**src/rtl/sqrt_u32_chk_pkg.sv**
```systemverilog
// sqrt_u32_chk_pkg: widths, error code and delay-line entry type for the sqrt checker
package sqrt_u32_chk_pkg;
  localparam int X_W = 32;
  localparam int Y_W = 16;
  localparam int R_W = 17;
  localparam logic [R_W-1:0] R_ERR = 17'h1FFFF;
  typedef struct packed {
    logic vld;
    logic [X_W-1:0] x;
  } dly_ent_t;
endpackage

```
**src/rtl/sqrt_dly.sv**
```systemverilog
// sqrt_dly: LAT-deep {vld, x} shift line; only the valid bits are reset
module sqrt_dly
  import sqrt_u32_chk_pkg::*;
#(
  parameter int LAT = 16
) (
  input  logic     clk,
  input  logic     rst_n,
  input  dly_ent_t din,
  output dly_ent_t dout
);
  logic [LAT-1:0] v;
  logic [X_W-1:0] d [LAT];
  always_ff @(posedge clk or negedge rst_n)
    if (!rst_n) v <= '0;
    else v <= LAT'({v, din.vld});
  always_ff @(posedge clk) begin
    d[0] <= din.x;
    for (int i = 1; i < LAT; i++) d[i] <= d[i-1];
  end
  assign dout = {v[LAT-1], d[LAT-1]};
endmodule

```
**config.mk**
```make
export PLATFORM = sky130hd
export DESIGN_NAME = sqrt_dly
export DESIGN_NICKNAME = d
export VERILOG_FILES = /design/src/rtl/sqrt_u32_chk_pkg.sv /design/src/rtl/sqrt_dly.sv
export SDC_FILE = /design/constraint.sdc
export NUM_CORES = 1
export LEC_CHECK = 0
export BUFFER_PORTS_ARGS = -buffer_cell sky130_fd_sc_hd__buf_2
export CAP_MARGIN = 10
export CORE_MARGIN = 5
export CORE_UTILIZATION = 40
export DETAILED_ROUTE_END_ITERATION = 6
export PLACE_DENSITY = 0.65
export SETUP_SLACK_MARGIN = 0.5
export SYNTH_ARGS = -nofsm -noshare
export SYNTH_HDL_FRONTEND = slang
export SYNTH_SLANG_ARGS = --single-unit
```
**constraint.sdc**
```tcl
create_clock -name clk -period 1 [get_ports clk]
set_clock_uncertainty 0.15 [all_clocks]
set_input_delay 0.1 -clock clk [delete_from_list [all_inputs] [get_ports clk]]
set_output_delay 0.1 -clock clk [all_outputs]
set_load 0.05 [all_outputs]
```
; Word level (Yosys, flattened, before mapping)
; Memories as Yosys holds them, arrays and structs flattened.
; Index checks and enable logic that the tools add are counted.
[totals]
in_bits = 35
n_memories = 1
word_cells = 2
register_bits = 16
output_inout_bits = 33
ram_bits = 512
[memory_table]
columns = memory, words, width, rd, rd_ports_with_merged_regs, write_ports, line
row1 = d, 16, 32, 16, 0, 16, sqrt_dly.sv:13  ; logic [X_W-1:0] d [LAT];

; Depth between registers and ports, before layout
[logic_depth]
ltp_word = 0
depth_mapped = 1

; Worst setup path after synthesis
; No wires, ideal clock.
[synth_path]
path_kind = reg2out
from = memory d[15][0]
to = output dout[0] (netlist bit)
t_required_ps = 750
path_slack_ps = 163
path_stages_with_launch = 1
n_path_buf = 0
t_arrival_ps = 587
path_cell_list = dfxtp_1
[synth_rtl]
columns = element, line
row1 = "start, declared", sqrt_dly.sv:13
row2 = "end, declared", sqrt_dly.sv:10  ; output dly_ent_t dout

; Worst setup path after layout
[layout_path]
from = register v[15]
to = output dout[32] (netlist bit)
[layout_rtl]
columns = element, line
row1 = "start, declared", sqrt_dly.sv:12  ; logic [LAT-1:0] v;
row2 = "start signal, assigned", sqrt_dly.sv:16  ; else v <= LAT'({v, din.vld});
; No word-level cell between the ends.

==> results.json <==
{
  "status": "finished, violations left",
  "violations": "hold timing, setup timing",
  "min-delay-path-class": "in -> async",
  "finalSetupViolCount": 33,
  "drt_pre_antenna_iters": 3,
  "syn_to_final_growth_pct": 31.85,
  "cts_tree": "yes",
  "initialDrtViolationCount": 140,
  "crit_type": "reg -> out",
  "dpl_cell_area_mm2": 0.01152,
  "yosysSeqAreaShare_pct": 99.93,
  "postLayoutCellArea_mm2": 0.01405,
  "core_area_mm2": 0.02613,
  "post_cts_buffers": 0,
  "leakagePower_nw": 5.879,
  "cp.arrival_ns": 1.04,
  "multi_input_cells": 0,
  "slew-limit-headroom_pct": 77.59,
  "setup_tns_ns": -8.187,
  "start_util_pct": 40.78,
  "setup_slack_ns": -0.2948,
  "num_rows": 59,
  "grt_setup_unrepaired": "yes",
  "hold_viol_final": 16,
  "crit_chain": "buf_6",
  "grt_pass1_vias": 3491,
  "final_common_cell": "dfxtp_1",
  "final_nets": 713,
  "dpl.hpwl_um": 4764,
  "syn_area_mm2": 0.01066,
  "timing.max_cap.violations": 0,
  "mostFrequentLayoutCells": "dfxtp_1, dfxtp_2, clkbuf_16, buf_2, dlygate4sd3_1",
  "synth-seq-cells": 528,
  "slowest_stage": "dfrtp_1",
  "ff2ff_path_depth": 0,
  "crit_family": "flip-flops",
  "die_x_um": 173.2,
  "multi_input_area_um2": 0,
  "ctsHoldBuffers": 33,
  "ios": 68,
  "syn_nets": 564,
  "whs_ns": -0.6760,
  "drv_slew": 0,
  "numCtsBuffers": 48,
  "drc": 0,
  "nFillCells": 2016,
  "wl_per_cell_um": 9.225,
  "fmax_mhz": 772.3,
  "cts_root_buffer": "clkbuf_16",
  "power_density_mw_per_mm2": 2971,
  "post-place-ws_ns": 0.1751,
  "drive_above_1_share_pct": 44.83,
  "worst_pin_slew_ns": 0.3362,
  "clock_latency_ns": 0.52,
  "grt_antenna_before_repair": 0,
  "grt_util_all_layers_pct": 6.530,
  "cp_num_buf_inv": 1,
  "crit_cells": 1,
  "ys_types": 3,
  "period_share_pct": 129.5,
  "path_clk_slew_ns": 0.06,
  "grt_pass1_wl_um": 16460,
  "htreeDepth": 2,
  "diodes": 0,
  "cp.required_ns": 0.75,
  "port_buffers": 67,
  "cp-end-kind": "output port",
  "die_h_um": 173.2,
  "clk_path_buf_depth": 3,
  "avgViaCountPerCell": 3.282,
  "critPathLaunchType": "register",
  "path_max_fanout": 1,
  "peakVddDrop_mv": 1.206,
  "synthCells": 529,
  "grt_start_max_net_pins": 17,
  "die_area_mm2": 0.03001,
  "cts_num_sinks": 528,
  "syn_area_per_cell_um2": 20.15,
  "route.vias.total": 3449,
  "max_stage_delay_ns": 0.37,
  "yosysWarnings": 0,
  "post-route-min-period_ns": 1.295,
  "totalWireLength_um": 9696,
  "place.gp.congestion": 0.5851,
  "ant_nets": 0,
  "grt-ovfl-total": 0
}
==> power breakdown <==
part / total [mW] / switching (mW) / internal, mW
logic: 0.631 / 0.318 / 0.312
registers: 22.5 / 0.255 / 22.2
clock network: 18.7 / 7.05 / 11.6
total: 41.7 / 7.62 / 34.1
==> cell type report <==
type                  instances  area, um2  area share, %
Clock buffer                 64       1394          9.919
Clock inverter               24      305.3          2.173
Sequential cell             528      10940          77.86
Tap cell                    335      419.2          2.983
Timing Repair Buffer        100      992.2          7.061
==> kinds of logic (layout without fill, tap and decap cells) <==
group,after synthesis,count (layout),share of synthesized area (%)
buf+inv,1,188,0.07047
flops,528,528,99.93
==> cells in the mapped netlist, drive strengths merged <==
library cell	number	area, um2
buf	1	7.510
dfrtp	16	400.4
dfxtp	512	10250
==> registers in the layout, summed over array words and instances, names as in the netlist <==
signal and count:
d 512, v 16
==> worst paths after layout <==
kind / startpoint / to / slack, ns
max: v[15] / dout[32] / -0.29
min: rst_n / v[11] / -0.68
max reg2reg: v[2] / v[3] / 0.36
min reg2reg: d[8][4] / d[9][4] / 0.17
max in group asynchronous: rst_n / v[9] / 1.12
min in group clk: din[0] / d[0][0] / 0.06
==> layer usage <==
layer / vias up / routed length [um] / part of all wire, % / GRT usage, %
met5: - / 0 / 0 / 0
met3: 29 / 747 / 7.7 / 2.879
met4: 0 / 329 / 3.4 / 3.891
li1: 1929 / - / - / -
met1: 1395 / 4410 / 45 / 8.243
met2: 96 / 4209 / 43 / 9.270
==> stage by stage <==
step	power [mW]	cells	hold WS [ns]	utilization, %
floorplan	23.01	529	-0.3456	-
global placement	23.18	930	-0.1567	44.09
detailed placement	23.24	930	-0.1324	44.09
CTS	42.30	1051	-0.7000	53.28
global route	43.32	1051	-0.6709	53.77
finish	41.74	1051	-0.6760	53.77
==> what timing repair did <==
| action | 4_1_cts | 5_1_grt |
|---|---|---|
| hold endpoints to repair | 49 | 16 |
| gates resized for setup | 135 | 102 |
| endpoints found under the setup margin | 528 | 528 |
Note: power is estimated with default switching activity, not from simulation.
